## src/rtl/ldm_result_reader_pkg.sv

```systemverilog
// ldm_result_reader_pkg
//   Shared parameters, FSM state encoding, FIFO entry layout and the
//   linear-to-port LDM address mapping used by the result reader.
package ldm_result_reader_pkg;

  localparam int PE_NUM_BITS   = 5;
  localparam int LDM_NUM_BITS  = 2;
  localparam int LDM_ADDR_BITS = 6;
  localparam int WORD_BITS     = 16;

  localparam int RESULT_COUNT  = 1280;
  localparam int ROW_VALID     = 20;
  localparam int ROW_STRIDE    = 32;

  localparam int ADDR_BITS  = PE_NUM_BITS + LDM_NUM_BITS + LDM_ADDR_BITS;
  localparam int LIN_BITS   = PE_NUM_BITS + LDM_ADDR_BITS;
  localparam int INDEX_BITS = 16;
  localparam int COL_BITS   = $clog2(ROW_VALID);
  // Linear step taken when the column counter wraps: skips the unused
  // tail of the current row and lands on column 0 of the next one.
  localparam int ROW_SKIP   = ROW_STRIDE - ROW_VALID + 1;

  typedef enum logic [1:0] {
    ST_IDLE  = 2'd0,
    ST_READ  = 2'd1,
    ST_DRAIN = 2'd2,
    ST_DONE  = 2'd3
  } state_t;

  typedef struct packed {
    logic                  last;
    logic [INDEX_BITS-1:0] index;
    logic [WORD_BITS-1:0]  data;
  } result_entry_t;

  // Results are PE-interleaved: low bits of the linear word select the PE,
  // high bits select the word inside that PE. The bank field is always 0.
  function automatic logic [ADDR_BITS-1:0] ldm_port_addr(input logic [LIN_BITS-1:0] lin);
    return {lin[PE_NUM_BITS-1:0], {LDM_NUM_BITS{1'b0}}, lin[LIN_BITS-1:PE_NUM_BITS]};
  endfunction

endpackage

```

## src/rtl/ldm_result_reader_fifo.sv

```systemverilog
// result_skid_fifo
//   Two-entry synchronous FIFO of {last, index, data} result beats.
//   Ports:
//     clk, rst     clock, asynchronous active-high reset
//     clr          synchronous flush (drops all entries)
//     push, push_entry   write side (ignored when full and not popping)
//     pop          read side (ignored when empty)
//     head         oldest entry, combinationally visible
//     empty, full, count   occupancy status
module result_skid_fifo
  import ldm_result_reader_pkg::*;
(
  input  logic          clk,
  input  logic          rst,
  input  logic          clr,
  input  logic          push,
  input  result_entry_t push_entry,
  input  logic          pop,
  output result_entry_t head,
  output logic          empty,
  output logic          full,
  output logic [1:0]    count
);

  result_entry_t mem [2];
  logic          wr_ptr_reg;
  logic          rd_ptr_reg;
  logic [1:0]    count_reg;
  logic          do_push;
  logic          do_pop;

  assign empty   = (count_reg == 2'd0);
  assign full    = (count_reg == 2'd2);
  assign count   = count_reg;
  assign head    = mem[rd_ptr_reg];
  assign do_pop  = pop & ~empty;
  // A push into a full FIFO is accepted only when the head leaves in the
  // same cycle; the freed slot is the one being written.
  assign do_push = push & (~full | do_pop);

  always_ff @(posedge clk) begin
    if (do_push) begin
      mem[wr_ptr_reg] <= push_entry;
    end
  end

  always_ff @(posedge clk or posedge rst) begin
    if (rst) begin
      wr_ptr_reg <= 1'b0;
      rd_ptr_reg <= 1'b0;
      count_reg  <= 2'd0;
    end else if (clr) begin
      wr_ptr_reg <= 1'b0;
      rd_ptr_reg <= 1'b0;
      count_reg  <= 2'd0;
    end else begin
      if (do_push) wr_ptr_reg <= ~wr_ptr_reg;
      if (do_pop)  rd_ptr_reg <= ~rd_ptr_reg;
      case ({do_push, do_pop})
        2'b10:   count_reg <= count_reg + 2'd1;
        2'b01:   count_reg <= count_reg - 2'd1;
        default: count_reg <= count_reg;
      endcase
    end
  end

endmodule

```

## src/rtl/ldm_result_reader.sv

```systemverilog
// ldm_result_reader
//   Drains RESULT_COUNT inference results from LDM after the core completes
//   and presents them as a ready/valid word stream.
//   Ports:
//     CLK, RST          clock, asynchronous active-high reset
//     complete_in       core completion; rising edge starts a drain
//     abort_in          synchronous abort back to idle
//     ldm_addra_out     LDM read address {pe, bank=0, word}
//     ldm_ena_out       LDM read enable
//     ldm_douta_in      LDM read data, one cycle after enable
//     busy_out          block owns the LDM port
//     m_data_out, m_index_out, m_last_out, m_valid_out, m_ready_in   result stream
//     done_out          one-cycle pulse after the last beat is accepted
module ldm_result_reader
  import ldm_result_reader_pkg::*;
(
  input  logic                  CLK,
  input  logic                  RST,
  input  logic                  complete_in,
  input  logic                  abort_in,
  output logic [ADDR_BITS-1:0]  ldm_addra_out,
  output logic                  ldm_ena_out,
  input  logic [WORD_BITS-1:0]  ldm_douta_in,
  output logic                  busy_out,
  output logic [WORD_BITS-1:0]  m_data_out,
  output logic                  m_valid_out,
  input  logic                  m_ready_in,
  output logic                  m_last_out,
  output logic [INDEX_BITS-1:0] m_index_out,
  output logic                  done_out
);

  state_t                state_reg, state_next;
  logic                  complete_q_reg;
  logic [INDEX_BITS-1:0] idx_reg;
  logic [COL_BITS-1:0]   col_reg;
  logic [LIN_BITS-1:0]   lin_reg;
  logic                  pend_reg;
  logic [INDEX_BITS-1:0] pend_index_reg;
  logic                  pend_last_reg;

  logic                  start;
  logic                  issue;
  logic                  pop;
  logic                  is_last;
  logic                  credit_ok;
  logic                  clear;
  logic [2:0]            occupancy;
  logic                  fifo_empty;
  logic                  fifo_full;
  logic [1:0]            fifo_count;
  result_entry_t         head;
  result_entry_t         push_entry;

  assign start     = complete_in & ~complete_q_reg;
  assign pop       = m_valid_out & m_ready_in;
  assign is_last   = (idx_reg == INDEX_BITS'(RESULT_COUNT - 1));
  assign occupancy = {1'b0, fifo_count} + {2'b00, pend_reg};
  // Two credits cover FIFO entries plus the read in flight. When a read is
  // in flight and the head leaves this cycle, the slot is reused at once,
  // which sustains one beat per cycle. A FIFO drained from full only
  // regains its credit on the following cycle.
  assign credit_ok = (~fifo_full & (occupancy < 3'd2)) | (pop & pend_reg);
  assign clear     = abort_in | (state_reg == ST_DONE);

  always_comb begin
    state_next = state_reg;
    issue      = 1'b0;
    case (state_reg)
      ST_IDLE: begin
        // The first read goes out in the start cycle itself.
        if (start) begin
          issue      = 1'b1;
          state_next = is_last ? ST_DRAIN : ST_READ;
        end
      end
      ST_READ: begin
        if (credit_ok) begin
          issue = 1'b1;
          if (is_last) state_next = ST_DRAIN;
        end
      end
      ST_DRAIN: begin
        // The last-flagged entry is always the final one in the FIFO.
        if (pop && head.last) state_next = ST_DONE;
      end
      ST_DONE:  state_next = ST_IDLE;
      default:  state_next = ST_IDLE;
    endcase
    if (abort_in) begin
      issue      = 1'b0;
      state_next = ST_IDLE;
    end
  end

  always_ff @(posedge CLK or posedge RST) begin
    if (RST) begin
      state_reg      <= ST_IDLE;
      // Held at 1 so a complete level present across reset is not taken
      // as a fresh edge, and start stays low while reset is asserted.
      complete_q_reg <= 1'b1;
      idx_reg        <= '0;
      col_reg        <= '0;
      lin_reg        <= '0;
      pend_reg       <= 1'b0;
      pend_index_reg <= '0;
      pend_last_reg  <= 1'b0;
    end else begin
      state_reg      <= state_next;
      complete_q_reg <= complete_in;
      if (clear) begin
        idx_reg        <= '0;
        col_reg        <= '0;
        lin_reg        <= '0;
        pend_reg       <= 1'b0;
        pend_index_reg <= '0;
        pend_last_reg  <= 1'b0;
      end else begin
        pend_reg <= issue;
        if (issue) begin
          pend_index_reg <= idx_reg;
          pend_last_reg  <= is_last;
          idx_reg        <= idx_reg + INDEX_BITS'(1);
          if (col_reg == COL_BITS'(ROW_VALID - 1)) begin
            col_reg <= '0;
            lin_reg <= lin_reg + LIN_BITS'(ROW_SKIP);
          end else begin
            col_reg <= col_reg + COL_BITS'(1);
            lin_reg <= lin_reg + LIN_BITS'(1);
          end
        end
      end
    end
  end

  assign push_entry = '{last: pend_last_reg, index: pend_index_reg, data: ldm_douta_in};

  result_skid_fifo u_fifo (
    .clk        (CLK),
    .rst        (RST),
    .clr        (abort_in),
    .push       (pend_reg),
    .push_entry (push_entry),
    .pop        (pop),
    .head       (head),
    .empty      (fifo_empty),
    .full       (fifo_full),
    .count      (fifo_count)
  );

  assign ldm_addra_out = ldm_port_addr(lin_reg);
  assign ldm_ena_out   = issue;
  assign busy_out      = (state_reg != ST_IDLE) | issue;
  assign done_out      = (state_reg == ST_DONE);
  assign m_valid_out   = ~fifo_empty;
  // Stale FIFO contents are masked so an idle stream reads as all zeros.
  assign m_data_out    = m_valid_out ? head.data  : '0;
  assign m_index_out   = m_valid_out ? head.index : '0;
  assign m_last_out    = m_valid_out & head.last;

endmodule

```

## config.mk

```make
export PLATFORM = sky130hd
export DESIGN_NAME = ldm_result_reader
export DESIGN_NICKNAME = d
export VERILOG_FILES = /design/src/rtl/ldm_result_reader_pkg.sv /design/src/rtl/ldm_result_reader_fifo.sv /design/src/rtl/ldm_result_reader.sv
export SDC_FILE = /design/constraint.sdc
export NUM_CORES = 1
export LEC_CHECK = 0
export ABC_AREA = 1
export CORE_ASPECT_RATIO = 1.4
export CORE_MARGIN = 2
export CORE_UTILIZATION = 50
export CTS_BUF_LIST = sky130_fd_sc_hd__clkbuf_16
export CTS_CLUSTER_SIZE = 14
export DETAILED_ROUTE_END_ITERATION = 10
export PLACE_DENSITY = 0.84
export SYNTH_ARGS = -nofsm -noshare
export SYNTH_HDL_FRONTEND = slang
export SYNTH_HIERARCHICAL = 1
export SYNTH_SLANG_ARGS = --single-unit
```

## constraint.sdc

```tcl
create_clock -name CLK -period 3.7 [get_ports CLK]
set_input_delay 0.925 -clock CLK [delete_from_list [all_inputs] [get_ports CLK]]
set_output_delay 0.925 -clock CLK [all_outputs]
set_load 0.05 [all_outputs]
```

==> run metrics <==
final WL 11.8 mm; status finished, final reports clean; Slew HR 0.615; cts hold-fix bufs 0; Post-layout nets 770; leak pwr approximately 3.3 nW; via-per-instance ratio 5.16; period utilization 0.895; initial antenna violation count 0; Max Freq between 300 and 400 MHz; Synth cell types 35; mapped cell area between 0.005 and 0.006 mm^2; DRC 0; post-route non-filler standard cell count 900; peak per-stage delay on the critical path a little over 800 ps; clock sink count approximately 120; vias in the first global route around 4500; synthesized area per cell approximately 8.9 um^2; worst flop-to-flop path startpoint u_fifo/count[1]; GP Congestion between 0.8 and 0.9; GRT Total Usage 0.194; slowest stage cell, crit path clkdlybuf4s50_1; Worst Setup End Kind output pin; cell count after placement a little under 900; core area ~0.012 mm^2; Post-synth ARST share 0.463; CP startpoint kind flop; Site Rows 47; iteration-0 DRC count of the detailed router 312; Initial Utilization 0.508; Synth area leaders edfxtp_1 (33%), dfrtp_1 (24%), nand2_1 (14%); Root Buffer clkbuf_16; FF-to-FF path depth 8; synthesized instance count 668; clk buf depth 2; via count approximately 4600; Critical Path Source u_fifo/rd_ptr_reg; Worst R2R End u_fifo/mem[1][18]; register bit count reported by yosys about 120; final hold vios 0; Min-Delay Path Class reg2reg; DRT antenna net count 0; Worst-Margin Slew 577 ps; crit path max fanout 35; Final Worst Setup Slack 387 ps; Num CTS Buffers 17; largest net degree at the start of global routing 36; pwr dens about 710 mW/mm^2; Overflow after GRT 0; Clock Pin Slew Worst Setup and Hold Paths about 50 ps; CTS tree done; Max VDD drop 374 uV; Crit Path Class reg2out; die height 133 um; post-synth top area cell edfxtp_1; HPWL after DPL roughly 8.3 mm; Yosys warnings 6; max cap viols 0; diode count 0; Final min period approximately 3300 ps; first-pass GRT wire length roughly 19 mm; Area Growth Syn to Fin 23.4%; Setup Skew ~12 ps; share of cells above drive strength 1 0.104; Post-CTS Resized 0; die width roughly 96 um; top post-synthesis cells by count nand2_1 (216), inv_1 (85), edfxtp_1 (66); Main synth FF type edfxtp_1; setup repair bufs after CTS 0; die area roughly 0.013 mm^2; final setup violation count 0; most numerous cell in the Yosys netlist nand2_1; total I/O pin count between 70 and 80; Crit path arrival time approximately 2400 ps; insertion delay to the later sink of the worst-skew pair just over 400 ps; pre-CTS WS a little over 500 ps; H-Tree Depth 4; Final Max Tran Viols 0; sequential area share after synthesis 0.574; RSZ-0062 raised after global routing no; crit-path cells inv_2 -> nand2_1 -> nand2_1 -> inv_1 -> nor2_1 -> clkdlybuf4s50_1; reg-to-reg slack, setup ~1300 ps; Post-synth EDFFs 66; setup TNS 0 ps; Largest register FFs 66; most used cell, CP nand2_1; CP Capture Point m_data_out[7]; PortBufs a little under 70; TritonRoute pass-1 iters 5; top-area cell type share of the netlist area 0.334; Worst Path Required approximately 2800 ps; wire length per cell around 13 um
[routing by layer]
| metal | GRT usage | vias up | wire length [um] |
|---|---|---|---|
| met5 | 0 | - | 0 |
| met4 | 0.0913 | 0 | 316 |
| met3 | 0.0501 | 29 | 605 |
| met1 | 0.212 | 2193 | 4560 |
| li1 | - | 2286 | - |
| met2 | 0.342 | 138 | 6310 |
[cells in the final DEF (no fill, tap or decap), types with 17 or more instances in the layout]
cell type	Yosys	layout
nand3_1	32	32
o21ai_0	30	30
nand2_1	216	216
nor2_1	62	61
nand4_1	19	19
clkbuf_16	0	17
dfrtp_1	56	56
inv_1	85	84
edfxtp_1	66	66
clkdlybuf4s50_1	0	59
[how the worst min path moves through the flow]
stage                     depth (start not counted)                 to          startpoint  slack, ps
final                                             0  u_fifo/mem[0][30]  pend_index_reg[14]        470
after global routing                              0  u_fifo/mem[1][28]  pend_index_reg[12]        480
after CTS                                         0  u_fifo/mem[1][28]  pend_index_reg[12]        470
after detailed placement                          0  u_fifo/mem[1][28]  pend_index_reg[12]        460
after global placement                            0  u_fifo/mem[0][32]       pend_last_reg        450
after floorplan                                   0  u_fifo/mem[0][16]   pend_index_reg[0]        440
[final cells by class]
class / count / area [um^2]
Inverter: 90 / 340
Fill cell: 931 / 4370
Multi-Input combinational cell: 432 / 2050
Timing Repair Buffer: 76 / 756
Clock inverter: 15 / 165
Clock buffer: 17 / 425
Sequential cell: 123 / 3410
Tap cell: 147 / 184
[stage by stage]
step / cell area [um^2] / total power, mW / utilization / hold WS (ps)
5_1_grt: 7330 / 5.47 / 0.627 / 484
2_1_floorplan: 5950 / 3.10 / - / 442
4_1_cts: 7330 / 5.26 / 0.627 / 472
3_3_place_gp: 6740 / 3.58 / 0.576 / 453
6_report: 7330 / 5.22 / 0.627 / 471
3_5_place_dp: 6740 / 3.63 / 0.576 / 456
[critical path, delay by kind of cell (launching register included)]
family,cells,cell delay (ps)
simple gates,3,290
buf+inv,3,1290
flops,1,390
[logic make-up after synthesis]
group           after synthesis  synth area share
xor+xnor                      8            0.0118
other cells                   1          0.000631
compound gates               54            0.0495
flops                       123             0.574
buf+inv                     114            0.0828
fa+ha+maj                     9            0.0190
simple gates                359             0.263
[power by group]
group          switching, mW  total (mW)  leakage (nW)  internal [mW]
logic                   1.35        1.91          1.63          0.557
registers             0.0831        1.69          1.41           1.60
clock network          0.619        1.62         0.283           1.00
total                   2.06        5.22          3.33           3.17
No activity file was read; power rests on OpenSTA's default activity.
